<file path="src/rtl/act_pkg.sv">
// Shared constants and FSM state type for the activation sequencer.
// Geometry defaults describe a 2 x 28 x 28 feature map.
package act_pkg;
   localparam int BITWIDTH_D = 32;
   localparam int CHANNELS_D = 2;
   localparam int DIM_D      = 28;
   localparam int N_ELEM     = 1568;
   localparam int ADDR_W     = 11;
   localparam int FIFO_DEPTH = 3;

   typedef enum logic [1:0] {
      IDLE,
      RUN,
      DRAIN
   } state_e;
endpackage

</file>
<file path="src/rtl/act_if.sv">
// Control, source-read and destination-write bundle of the sequencer.
// master = environment side, slave = sequencer side.
interface act_if
   import act_pkg::*;
#(
   parameter int BITWIDTH = BITWIDTH_D
);
   logic                start;
   logic                busy;
   logic                done;
   logic                rd_en;
   logic [ADDR_W-1:0]   rd_addr;
   logic [BITWIDTH-1:0] rd_data;
   logic                wr_valid;
   logic                wr_ready;
   logic [ADDR_W-1:0]   wr_addr;
   logic [BITWIDTH-1:0] wr_data;
   logic [ADDR_W-1:0]   clip_count;

   modport master (
      output start, rd_data, wr_ready,
      input  busy, done, rd_en, rd_addr,
      input  wr_valid, wr_addr, wr_data, clip_count
   );

   modport slave (
      input  start, rd_data, wr_ready,
      output busy, done, rd_en, rd_addr,
      output wr_valid, wr_addr, wr_data, clip_count
   );
endinterface

</file>
<file path="src/rtl/act_skid_fifo.sv">
// Three-entry circular FIFO absorbing reads still in flight when the
// destination stalls; push and pop may coincide.
module act_skid_fifo
   import act_pkg::*;
#(
   parameter int W = BITWIDTH_D
) (
   input  logic         clk,
   input  logic         rst,
   input  logic         push_i,
   input  logic [W-1:0] din_i,
   input  logic         pop_i,
   output logic [W-1:0] head_o,
   output logic [1:0]   count_o
);
   logic [W-1:0] mem_q [FIFO_DEPTH];
   logic [1:0]   wp_q;
   logic [1:0]   rp_q;
   logic [1:0]   cnt_q;

   function automatic logic [1:0] nxt(input logic [1:0] p);
      return (p == 2'(FIFO_DEPTH - 1)) ? 2'd0 : p + 2'd1;
   endfunction

   always_ff @(posedge clk) begin
      if (rst) begin
         wp_q  <= 2'd0;
         rp_q  <= 2'd0;
         cnt_q <= 2'd0;
      end else begin
         if (push_i) begin
            mem_q[wp_q] <= din_i;
            wp_q        <= nxt(wp_q);
         end
         if (pop_i) rp_q <= nxt(rp_q);
         cnt_q <= cnt_q + {1'b0, push_i} - {1'b0, pop_i};
      end
   end

   assign head_o  = mem_q[rp_q];
   assign count_o = cnt_q;
endmodule

</file>
<file path="src/rtl/activation_sequencer_1.sv">
// Streams a feature map from a source buffer through ReLU into a
// destination, with credit-limited reads and a 3-deep skid FIFO.
module activation_sequencer_1
   import act_pkg::*;
#(
   parameter int BITWIDTH = BITWIDTH_D,
   parameter int CHANNELS = CHANNELS_D,
   parameter int DIM      = DIM_D
) (
   input logic clk,
   input logic rst,
   act_if.slave bus
);
   localparam int N = CHANNELS * DIM * DIM;
   localparam logic [ADDR_W-1:0] LAST = ADDR_W'(N - 1);

   state_e              state_q;
   logic                busy_q;
   logic                done_q;
   logic                rd_en_q;
   logic                rd_v_q;
   logic [ADDR_W-1:0]   rd_addr_q;
   logic [ADDR_W-1:0]   wr_addr_q;
   logic [ADDR_W-1:0]   clip_q;
   logic [BITWIDTH-1:0] head;
   logic [1:0]          cnt;
   logic                wr_valid;
   logic                push;
   logic                pop;
   logic [2:0]          occ_nxt;
   logic                credit_ok;

   act_skid_fifo #(.W(BITWIDTH)) u_fifo (
      .clk     (clk),
      .rst     (rst),
      .push_i  (push),
      .din_i   (bus.rd_data),
      .pop_i   (pop),
      .head_o  (head),
      .count_o (cnt)
   );

   assign wr_valid = (cnt != 2'd0);
   assign push     = rd_v_q;
   assign pop      = wr_valid && bus.wr_ready;

   // Next-cycle occupancy plus the read now on the bus bounds the next issue.
   assign occ_nxt   = {1'b0, cnt} + {2'b0, push} - {2'b0, pop}
                    + {2'b0, rd_en_q};
   assign credit_ok = (occ_nxt < 3'(FIFO_DEPTH));

   always_ff @(posedge clk) begin
      if (rst) begin
         state_q   <= IDLE;
         busy_q    <= 1'b0;
         done_q    <= 1'b0;
         rd_en_q   <= 1'b0;
         rd_v_q    <= 1'b0;
         rd_addr_q <= '0;
         wr_addr_q <= '0;
         clip_q    <= '0;
      end else begin
         done_q <= 1'b0;
         rd_v_q <= rd_en_q;
         if (pop) begin
            if (head[BITWIDTH-1]) clip_q <= clip_q + ADDR_W'(1);
            if (wr_addr_q != LAST) wr_addr_q <= wr_addr_q + ADDR_W'(1);
         end
         if (rd_en_q && rd_addr_q != LAST) rd_addr_q <= rd_addr_q + ADDR_W'(1);
         unique case (state_q)
            IDLE: begin
               if (bus.start) begin
                  state_q   <= RUN;
                  busy_q    <= 1'b1;
                  rd_en_q   <= 1'b1;
                  rd_addr_q <= '0;
                  wr_addr_q <= '0;
                  clip_q    <= '0;
               end
            end
            RUN: begin
               if (rd_en_q && rd_addr_q == LAST) begin
                  state_q <= DRAIN;
                  rd_en_q <= 1'b0;
               end else begin
                  rd_en_q <= credit_ok;
               end
            end
            DRAIN: begin
               if (pop && wr_addr_q == LAST) begin
                  state_q <= IDLE;
                  busy_q  <= 1'b0;
                  done_q  <= 1'b1;
               end
            end
            default: state_q <= IDLE;
         endcase
      end
   end

   assign bus.busy       = busy_q;
   assign bus.done       = done_q;
   assign bus.rd_en      = rd_en_q;
   assign bus.rd_addr    = rd_addr_q;
   assign bus.wr_valid   = wr_valid;
   assign bus.wr_addr    = wr_addr_q;
   assign bus.wr_data    = head[BITWIDTH-1] ? '0 : head;
   assign bus.clip_count = clip_q;
endmodule

</file>
<file path="src/flat_wrapper.sv">
// flat-port wrapper written by rule: the top's interface ports become plain ports
module activation_sequencer_1_flat import act_pkg::*;
#(
   parameter int BITWIDTH = BITWIDTH_D,
   parameter int CHANNELS = CHANNELS_D,
   parameter int DIM      = DIM_D
)
  (clk, rst, bus_start, bus_rd_data, bus_wr_ready, bus_busy, bus_done, bus_rd_en, bus_rd_addr, bus_wr_valid, bus_wr_addr, bus_wr_data, bus_clip_count);
  act_if #(.BITWIDTH(BITWIDTH)) bus_i ();
  input logic clk;
  input logic rst;
  input wire logic [$bits(bus_i.start)-1:0] bus_start;
  input wire logic [$bits(bus_i.rd_data)-1:0] bus_rd_data;
  input wire logic [$bits(bus_i.wr_ready)-1:0] bus_wr_ready;
  output wire logic [$bits(bus_i.busy)-1:0] bus_busy;
  output wire logic [$bits(bus_i.done)-1:0] bus_done;
  output wire logic [$bits(bus_i.rd_en)-1:0] bus_rd_en;
  output wire logic [$bits(bus_i.rd_addr)-1:0] bus_rd_addr;
  output wire logic [$bits(bus_i.wr_valid)-1:0] bus_wr_valid;
  output wire logic [$bits(bus_i.wr_addr)-1:0] bus_wr_addr;
  output wire logic [$bits(bus_i.wr_data)-1:0] bus_wr_data;
  output wire logic [$bits(bus_i.clip_count)-1:0] bus_clip_count;
  assign bus_i.start = bus_start;
  assign bus_i.rd_data = bus_rd_data;
  assign bus_i.wr_ready = bus_wr_ready;
  assign bus_busy = bus_i.busy;
  assign bus_done = bus_i.done;
  assign bus_rd_en = bus_i.rd_en;
  assign bus_rd_addr = bus_i.rd_addr;
  assign bus_wr_valid = bus_i.wr_valid;
  assign bus_wr_addr = bus_i.wr_addr;
  assign bus_wr_data = bus_i.wr_data;
  assign bus_clip_count = bus_i.clip_count;
  activation_sequencer_1 #(.BITWIDTH(BITWIDTH), .CHANNELS(CHANNELS), .DIM(DIM)) u_core (.clk(clk), .rst(rst), .bus(bus_i));
endmodule
</file>
<file path="config.mk">
export PLATFORM = sky130hd
export DESIGN_NAME = activation_sequencer_1_flat
export DESIGN_NICKNAME = d
export VERILOG_FILES = /design/src/rtl/act_pkg.sv /design/src/rtl/act_if.sv /design/src/rtl/act_skid_fifo.sv /design/src/rtl/activation_sequencer_1.sv /design/src/flat_wrapper.sv
export SDC_FILE = /design/constraint.sdc
export NUM_CORES = 1
export LEC_CHECK = 0
export BUFFER_PORTS_ARGS = -buffer_cell sky130_fd_sc_hd__buf_4
export CORE_ASPECT_RATIO = 1.1
export CORE_MARGIN = 3
export CORE_UTILIZATION = 25
export CTS_CLUSTER_DIAMETER = 50
export CTS_CLUSTER_SIZE = 28
export DETAILED_ROUTE_END_ITERATION = 7
export SYNTH_ARGS = -nofsm -noshare
export SYNTH_HDL_FRONTEND = slang
export SYNTH_SLANG_ARGS = --single-unit
</file>
<file path="constraint.sdc">
create_clock -name clk -period 4.64 [get_ports clk]
set_input_delay 0.928 -clock clk [delete_from_list [all_inputs] [get_ports clk]]
set_output_delay 0.928 -clock clk [all_outputs]
set_load 0.05 [all_outputs]
</file>
==> impl_results.md, run 1 <==
* Worst endpoint data arrival time at 2.31 ns
* Placeable core region at 23,100 µm²
* Cell Area, Synth at 5930 µm²
* Die height at 168 µm
* Seq/Total Area, Yosys at 64.5%
* Most frequent cells in the layout: sky130_fd_sc_hd__buf_4, sky130_fd_sc_hd__edfxtp_1, sky130_fd_sc_hd__nor2_1
* Initial antenna violation count at 0
* Most prevalent standard cell on the critical path: sky130_fd_sc_hd__buf_4
* Fraction of final layout cells sized beyond drive strength 1 at 24.8%
* # H-tree levels at 4
* Row cnt at 58
* Top_reg_cell synth: sky130_fd_sc_hd__edfxtp_1
* Quantity of gates resized following cts at 0
* Top cell type by total area after synthesis: sky130_fd_sc_hd__edfxtp_1
* Detailed-route wire length per cell at 14.3 µm
* Launch point of the worst reg-to-reg path: u_core.u_fifo.count_o[1]
* Clock group share of total power at 37.6%
* Number of buffers created by CTS at 17
* CP bufs+invs at 2
* Remaining number of nets flagged by the antenna check after routing at 0
* Clock tree from TritonCTS: built
* Fin crit share at 69.8%
* Peak supply drop at 0.316 mV
* Req. time, crit path at 3.71 ns
* Fraction of power spent switching nets at 30.6%
* Number of buffers inserted to repair setup after CTS at 0
* Leftover overflow at the end of global routing at 0
* Worst reg2reg path endpoint: u_core.bus.rd_en
* Slew at the pin closest to its max-slew limit at 1.20 ns
* NumNets Final at 648
* Number of cell instances on the worst register-to-register path at 9
* Setup repair after global routing missed its margin: false
* Internal Pwr Total at 2.59 mW
* Pins over their slew limit at 0
* Final period demand of the worst path at 3.24 ns
* Largest stage delay, worst path at 0.71 ns
* Area Growth Syn to Fin at 29.4%
* Yosys Warn Count at 0
* Final Power at 3.73 mW
* Sequential cell fraction of total power at 39.6%
* Switching power summed over all nets at 1.14 mW
* Reg2reg setup slack at 1.53 ns
* Synth Instances at 499
* Effective utilization at floorplan at 25.7%
* Dominant cells by area after synthesis: sky130_fd_sc_hd__edfxtp_1, sky130_fd_sc_hd__dfxtp_1, sky130_fd_sc_hd__nor2_1
* Number of iterations in the first detailed-routing pass at 4
* Setup skew after layout at 0.0121 ns
* Largest net degree at the start of global routing at 45
* Synthesis-stage register bit count at 143
* WL final at 13.1 mm
* Slowest CP cell: sky130_fd_sc_hd__dfxtp_2
* Synthesized area divided by synthesized cell count at 11.9 µm²
* IO Port Bufs at 103
* Max clock buf depth at 2
* Cell at the root of the clock tree: sky130_fd_sc_hd__clkbuf_16
* Clk Latency, worst-skew pair at 0.42 ns
* Number of enable-type register cells in the synthesized netlist at 96
* Status: finished clean
* Global-route wire length before repair at 20.6 mm
* Pleak at 2.79 nW
* Fmax achieved at 309 MHz
* Final sum of negative setup slack at 0 ns
* Setup CP Type: register to output port
* CTS Sinks at 143
* Drt drc at 0
* Share of async-settable or async-resettable flops after synthesis at 0%
* ANT cells at 0
* Critical Path, Cell by Cell: mux2_4 -> o21a_1 -> buf_4 -> nor2_1 -> buf_4
* CP Capture Type: output port
* Count of pins on the block boundary at 105
* Total number of vias at 4,088
* X dimension of the die at 153 µm
* Dominant delay contributor by cell family on the critical path: flip-flops
* Worst setup path endpoint: bus_wr_data[29]
* Cell Pwr Density at 486 nW/µm²
* Via count normalized by instance count at 4.46
* Rel. slew slack at 19.4%
* Die area at 25,600 µm²
* Worst min path class: register to register
* Total of endpoints with negative setup slack in the final report at 0
* Setup crit start kind: register
* Count of different cell masters after synthesis at 48
* HPWL reported at the end of detailed placement at 8.67 mm
* Clk pin slew, worst setup/hold paths at 0.06 ns
* Number of design-rule violations left by the first detailed-router iteration at 114
* Post-Syn Nets at 543
* Depth of the critical timing path with buffers and inverters included at 5
* Fraction of power consumed by combinational cells at 22.8%
* Global-route total usage across every layer at 10.1%
* Post-synth top area share at 48.6%
* Maximum fanout encountered on the critical timing path at 31
* Most common cell after layout, fill and taps aside: sky130_fd_sc_hd__buf_4
* Number of hold violations in the final report at 0
* Routability cong. at 0.747
* Reported max-cap violation count at 0
* Vias in the first global route at 3,921
* Cts hold-fix bufs at 0
## final cells by class
type                            count  area (µm²)
Clock buffer                       26         564
Clock inverter                      6        63.8
Fill cell                        2347       15400
Inverter                           16        60.1
Multi-Input combinational cell    316        1950
Sequential cell                   143        3830
Tap cell                          300         375
Timing Repair Buffer              110         826
## sequential cells by signal, indices dropped and copies added, names as in the netlist, named ones only
name and count:
u_core.u_fifo.mem_q 96, u_core.bus.clip_count 11, u_core.bus.rd_addr 11, u_core.bus.wr_addr 11, u_core.state_q 2, u_core.u_fifo.count_o 2
u_core.u_fifo.rp_q 2, u_core.u_fifo.wp_q 2, u_core.bus.busy 1, u_core.bus.done 1, u_core.bus.rd_en 1, u_core.push 1
## synthesized netlist by cell type (3+ instances only)
| cell type | n |
|---|---|
| sky130_fd_sc_hd__edfxtp_1 | 96 |
| sky130_fd_sc_hd__nor2_1 | 87 |
| sky130_fd_sc_hd__a21oi_1 | 50 |
| sky130_fd_sc_hd__dfxtp_1 | 47 |
| sky130_fd_sc_hd__mux2i_1 | 31 |
| sky130_fd_sc_hd__nand2_1 | 21 |
| sky130_fd_sc_hd__clkbuf_1 | 16 |
| sky130_fd_sc_hd__inv_1 | 15 |
| sky130_fd_sc_hd__nand3_1 | 11 |
| sky130_fd_sc_hd__o21ai_0 | 9 |
| sky130_fd_sc_hd__nor3_1 | 8 |
| sky130_fd_sc_hd__o31ai_1 | 8 |
| sky130_fd_sc_hd__or4_1 | 8 |
| sky130_fd_sc_hd__xor2_1 | 8 |
| sky130_fd_sc_hd__xnor2_1 | 7 |
| sky130_fd_sc_hd__and4_1 | 6 |
| sky130_fd_sc_hd__buf_2 | 6 |
| sky130_fd_sc_hd__ha_1 | 6 |
| sky130_fd_sc_hd__nand4_1 | 6 |
| sky130_fd_sc_hd__o211ai_1 | 5 |
| sky130_fd_sc_hd__or3_1 | 5 |
| sky130_fd_sc_hd__and3_1 | 4 |
| sky130_fd_sc_hd__nor4_1 | 4 |
| sky130_fd_sc_hd__nand2b_1 | 3 |
| sky130_fd_sc_hd__o2111ai_1 | 3 |
## cell families after synthesis
logic type | after synthesis | share of synthesized area, %
simple gates | 174 | 14.1
flops | 143 | 64.5
compound gates | 86 | 8.84
buf+inv | 40 | 2.85
mux | 32 | 5.49
xor+xnor | 15 | 2.22
fa+ha+maj | 8 | 1.94
other cells | 1 | 0.0633
## per-stage QoR
stage / area [µm²] / utilization, % / cells / setup slack, ns / hold slack, ns
floorplan: 5930 / - / 499 / 0.622 / 0.459
global placement: 7040 / 30.5 / 885 / 1.44 / 0.475
detailed placement: 7040 / 30.5 / 885 / 1.35 / 0.481
CTS: 7670 / 33.2 / 917 / 1.31 / 0.490
global route: 7670 / 33.2 / 917 / 1.19 / 0.518
finish: 7670 / 33.2 / 917 / 1.40 / 0.487
## worst min path at each step
stage / start / to / slack [ns] / cells past startpoint
finish: u_core.u_fifo.wp_q[1] / u_core.u_fifo.wp_q[1] / 0.49 / 2
global route: u_core.bus.clip_count[5] / u_core.bus.clip_count[5] / 0.52 / 2
CTS: u_core.u_fifo.wp_q[1] / u_core.u_fifo.wp_q[1] / 0.49 / 2
detailed placement: u_core.u_fifo.wp_q[1] / u_core.u_fifo.wp_q[1] / 0.48 / 2
global placement: u_core.u_fifo.wp_q[1] / u_core.u_fifo.wp_q[1] / 0.47 / 2
floorplan: u_core.u_fifo.wp_q[1] / u_core.u_fifo.wp_q[1] / 0.46 / 2
## worst min-delay path: stages, from the launching register on
cell	delay, ns
sky130_fd_sc_hd__dfxtp_1	0.32
sky130_fd_sc_hd__nand2_1	0.06
sky130_fd_sc_hd__a21oi_1	0.06
## routing by layer
layer | part of all wire, % | vias to the layer above | GRT usage, %
li1 | - | 2026 | -
met1 | 46 | 1968 | 12.4
met2 | 48 | 78 | 16.7
met3 | 3.9 | 16 | 3.00
met4 | 1.9 | 0 | 4.22
met5 | 0 | - | 0
## power by group through the flow
| stage | Clock [mW] | Combinational (mW) | Sequential (mW) |
|---|---|---|---|
| 6_report | 1.40 | 0.850 | 1.48 |
| 2_1_floorplan | 0 | 0.621 | 1.49 |
| 3_5_place_dp | 0 | 0.858 | 1.50 |
| 3_3_place_gp | 0 | 0.853 | 1.50 |
| 4_1_cts | 1.44 | 0.861 | 1.48 |
| 5_1_grt | 1.48 | 0.919 | 1.49 |
(Power assumes the default switching activity.)
==> run 2: changes to the inputs <==
Settings changed: ABC_AREA set to 1.
Clock period 4.64 ns to 2.8 ns, I/O delays scaled along.
==> impl_results.md, run 2 <==
* Status: finished clean (unchanged)
* Dominant cells by area after synthesis: sky130_fd_sc_hd__edfxtp_1, sky130_fd_sc_hd__dfxtp_1, sky130_fd_sc_hd__nand2_1 (was sky130_fd_sc_hd__edfxtp_1, sky130_fd_sc_hd__dfxtp_1, sky130_fd_sc_hd__nor2_1)
* Cell Area, Synth at 5920 µm² (was 5930 µm²)
* Number of iterations in the first detailed-routing pass at 4 (unchanged)
* Synthesis-stage register bit count at 143 (unchanged)
* Met3 track demand over resource at 4.34% (was 3.00%)
* Worst reg2reg path endpoint: u_core.bus.rd_en (unchanged)
* Synth Instances at 566 (was 499)
* Slew at the pin closest to its max-slew limit at 0.703 ns (was 1.20 ns)
* Reported max-cap violation count at 0 (unchanged)
* Post-synth top area share at 48.7% (was 48.6%)
* Worst min path class: primary input to register (was register to register)
* Total of endpoints with negative setup slack in the final report at 0 (unchanged)
* Global-route total usage across every layer at 10.8% (was 10.1%)
* Count of pins on the block boundary at 105 (unchanged)
* Count of different cell masters after synthesis at 36 (was 48)
* WL final at 13.7 mm (was 13.1 mm)
* Fraction of power consumed by combinational cells at 33.1% (was 22.8%)
* Clock group share of total power at 31.7% (was 37.6%)
* Via count normalized by instance count at 4.32 (was 4.46)
* Fin crit share at 95.1%
* Met2 Usage GRT at 18.5% (was 16.7%)
* Setup skew after layout at 0.00945 ns (was 0.0121 ns)
* Share of async-settable or async-resettable flops after synthesis at 0% (unchanged)
* Worst endpoint data arrival time at 2.10 ns (was 2.31 ns)
* Switching power summed over all nets at 2.61 mW (was 1.14 mW)
* Pleak at 2.90 nW (was 2.79 nW)
* Global routing's busiest layer: met2 (unchanged)
* Global-route wire length before repair at 21.7 mm (was 20.6 mm)
* Placeable core region at 23,100 µm² (unchanged)
* CP Capture Type: output port (unchanged)
* Largest stage delay, worst path at 0.42 ns (was 0.71 ns)
* Leftover overflow at the end of global routing at 0 (unchanged)
* Startpoint of the worst hold path: bus_rd_data[6] (was u_core.u_fifo.wp_q[1])
* Max clock buf depth at 2 (unchanged)
* Initial antenna violation count at 0 (unchanged)
* Yosys Warn Count at 0 (unchanged)
* Most frequent cell after synthesis: sky130_fd_sc_hd__nand2_1 (was sky130_fd_sc_hd__edfxtp_1)
* Effective utilization at floorplan at 25.7% (about the same)
* Rel. slew slack at 53.2% (was 19.4%)
* Number of enable-type register cells in the synthesized netlist at 96 (unchanged)
* Most common cell after layout, fill and taps aside: sky130_fd_sc_hd__nand2_1 (was sky130_fd_sc_hd__buf_4)
* Setup repair after global routing missed its margin: false (unchanged)
* Cts hold-fix bufs at 0 (unchanged)
* Fraction of power spent switching nets at 38.3% (was 30.6%)
* Fmax achieved at 375 MHz
* Capture endpoint of the worst hold path: u_core.u_fifo.mem_q[2][6] (was u_core.u_fifo.wp_q[1])
* Die height at 167 µm (was 168 µm)
* Non-Filler Cell Area, Final at 7650 µm² (was 7670 µm²)
* ANT cells at 0 (unchanged)
* Clk pin slew, worst setup/hold paths at 0.06 ns (about the same)
* Req. time, crit path at 2.24 ns (was 3.71 ns)
* Pins over their slew limit at 0 (unchanged)
* Setup crit start kind: register (unchanged)
* Peak supply drop at 0.392 mV (was 0.316 mV)
* Final period demand of the worst path at 2.66 ns
* Number of hold violations in the final report at 0 (unchanged)
* Die area at 25,600 µm² (about the same)
* Clk Latency, worst-skew pair at 0.42 ns (about the same)
* Cell Pwr Density at 890 nW/µm² (was 486 nW/µm²)
* Routability cong. at 0.760 (was 0.747)
* Vias in the first global route at 4,211 (was 3,921)
* Area Growth Syn to Fin at 29.3% (was 29.4%)
* CTS Sinks at 143 (unchanged)
* Largest register by flop count: u_core.u_fifo.mem_q (unchanged)
* IO Port Bufs at 103 (unchanged)
* Final Power at 6.81 mW (was 3.73 mW)
* Top_reg_cell synth: sky130_fd_sc_hd__edfxtp_1 (unchanged)
* Drt drc at 0 (unchanged)
* Sequential cell fraction of total power at 35.2% (was 39.6%)
* Seq/Total Area, Yosys at 64.6% (was 64.5%)
* Post-Syn Nets at 610 (was 543)
* Global Route met1 Usage at 12.2% (was 12.4%)
* Largest net degree at the start of global routing at 47 (was 45)
* Top cell type by total area after synthesis: sky130_fd_sc_hd__edfxtp_1 (unchanged)
* Number of buffers created by CTS at 17 (unchanged)
* Synthesized area divided by synthesized cell count at 10.5 µm² (was 11.9 µm²)
* NumNets Final at 721 (was 648)
* Internal Pwr Total at 4.20 mW (was 2.59 mW)
* Fraction of final layout cells sized beyond drive strength 1 at 23.6% (was 24.8%)
* Instance count along the most critical hold path at 1 (was 2)
* Number of design-rule violations left by the first detailed-router iteration at 169 (was 114)
* Detailed-route wire length per cell at 13.8 µm (was 14.3 µm)
* Post-Place Cell Area at 7080 µm² (was 7040 µm²)
* Maximum fanout encountered on the critical timing path at 31 (unchanged)
* Setup CP Type: register to output port (unchanged)
* Number of cell instances on the worst register-to-register path at 9 (unchanged)
* Slowest CP cell: sky130_fd_sc_hd__a311oi_1 (was sky130_fd_sc_hd__dfxtp_2)
* Count of fill cells added during filler insertion at 2,356 (was 2,347)
* Flip-flop count of the largest register after layout at 96 (unchanged)
* Total number of vias at 4,275 (was 4,088)
* Clock tree from TritonCTS: built (unchanged)
* Most used standard cells in the synthesized netlist: sky130_fd_sc_hd__nand2_1, sky130_fd_sc_hd__edfxtp_1, sky130_fd_sc_hd__nor2_1, sky130_fd_sc_hd__inv_1, sky130_fd_sc_hd__dfxtp_1 (was sky130_fd_sc_hd__edfxtp_1, sky130_fd_sc_hd__nor2_1, sky130_fd_sc_hd__a21oi_1, sky130_fd_sc_hd__dfxtp_1, sky130_fd_sc_hd__mux2i_1)
* HPWL reported at the end of detailed placement at 8.86 mm (was 8.67 mm)
* Remaining number of nets flagged by the antenna check after routing at 0 (unchanged)
* Most frequent cells in the layout: sky130_fd_sc_hd__nand2_1, sky130_fd_sc_hd__buf_4, sky130_fd_sc_hd__edfxtp_1 (was sky130_fd_sc_hd__buf_4, sky130_fd_sc_hd__edfxtp_1, sky130_fd_sc_hd__nor2_1)
* Launch point of the worst reg-to-reg path: u_core.u_fifo.count_o[1] (unchanged)
* # H-tree levels at 4 (unchanged)
* Final sum of negative setup slack at 0 ns (unchanged)
* Row cnt at 58 (unchanged)
* Critical Path, Cell by Cell: or2_1 -> nand2_1 -> inv_2 -> a311oi_1 -> buf_4 (was mux2_4 -> o21a_1 -> buf_4 -> nor2_1 -> buf_4)
* X dimension of the die at 153 µm (about the same)
* Cell at the root of the clock tree: sky130_fd_sc_hd__clkbuf_16 (unchanged)
* Reg2reg setup slack at 0.59 ns (was 1.53 ns)
* Number of buffers inserted to repair setup after CTS at 0 (unchanged)
==> run 2: cell count changes after synthesis, moves of 5 or more <==
| cell | change |
|---|---|
| sky130_fd_sc_hd__a21oi_1 | -31 |
| sky130_fd_sc_hd__or3_1 | -5 |
| sky130_fd_sc_hd__a311oi_1 | +31 |
| sky130_fd_sc_hd__inv_1 | +35 |
| sky130_fd_sc_hd__or4_1 | -8 |
| sky130_fd_sc_hd__nand2_1 | +101 |
| sky130_fd_sc_hd__mux2i_1 | -31 |
| sky130_fd_sc_hd__o31ai_1 | -8 |
| sky130_fd_sc_hd__o21ai_0 | +6 |
| sky130_fd_sc_hd__nand3_1 | +9 |
| sky130_fd_sc_hd__nor2_2 | +6 |
| sky130_fd_sc_hd__and4_1 | -6 |
==> run 2: power by group through the flow <==
stage	clock, mW	sequential (mW)	combinational [mW]
finish	2.16	2.40	2.25
global route	2.31	2.41	2.43
CTS	2.23	2.40	2.28
detailed placement	0	2.44	2.28
global placement	0	2.44	2.26
floorplan	0	2.49	1.55
==> run 2: worst max-delay path, delay by kind of cell, from the launching register on <==
family	cells	cell delay [ns]
AND/OR/NAND/NOR	2	0.38
buffers and inverters	2	0.51
AO/OA/AOI/OAI	1	0.42
flip-flops	1	0.35
==> run 2: final cells by class <==
class                      instances  area, µm²  area share (%)
clock buffer                      18        429            5.61
clock inverter                    14        131            1.72
inverter                          54        203            2.65
multi-input combinational        349       1850            24.2
sequential                       143       3820            50.0
tap                              300        375            4.91
timing repair buffer             112        841            11.0
==> run 2: metal layers <==
metal / vias up / share of wire, %
met3: 18 / 7.5
met1: 1979 / 43
met2: 118 / 48
met5: - / 0
li1: 2160 / -
met4: 0 / 1.7
==> run 2: timing repair <==
item,4_1_cts,5_1_grt
gates resized for setup,0,2
endpoints found under the hold margin,0,0
setup endpoints to repair,0,2
==> run 2: per-stage QoR <==
| stage | util, % | hold WS (ns) | cells | setup WS [ns] |
|---|---|---|---|---|
| 2_1_floorplan | - | 0.460 | 566 | 0.0903 |
| 3_3_place_gp | 30.7 | 0.470 | 958 | 0.390 |
| 3_5_place_dp | 30.7 | 0.474 | 958 | 0.377 |
| 4_1_cts | 33.1 | 0.300 | 990 | 0.0677 |
| 5_1_grt | 33.2 | 0.303 | 990 | 0.0282 |
| 6_report | 33.2 | 0.328 | 990 | 0.136 |
==> run 2: logic make-up after synthesis <==
kind of cell | share of synthesized area [%]
and+or+nand+nor | 18.5
DFF | 64.6
buffers and inverters | 4.90
AOI/OAI and AO/OA | 8.37
xor gates and xnor gates | 1.63
adders and majority gates | 1.94
other | 0.0634
==> run 2: worst max-delay path by stage <==
stage | from | slack (ns) | to | cells after the start
finish | u_core.u_fifo.mem_q[2][31] | 0.14 | bus_wr_data[0] | 5
global placement | bus_wr_ready | 0.39 | u_core.bus.rd_en | 10
CTS | u_core.u_fifo.mem_q[2][31] | 0.07 | bus_wr_data[30] | 5
floorplan | register | 0.09 | bus_wr_data[0] | 5
detailed placement | bus_wr_ready | 0.38 | u_core.bus.rd_en | 10
global route | register | 0.03 | bus_wr_data[0] | 7
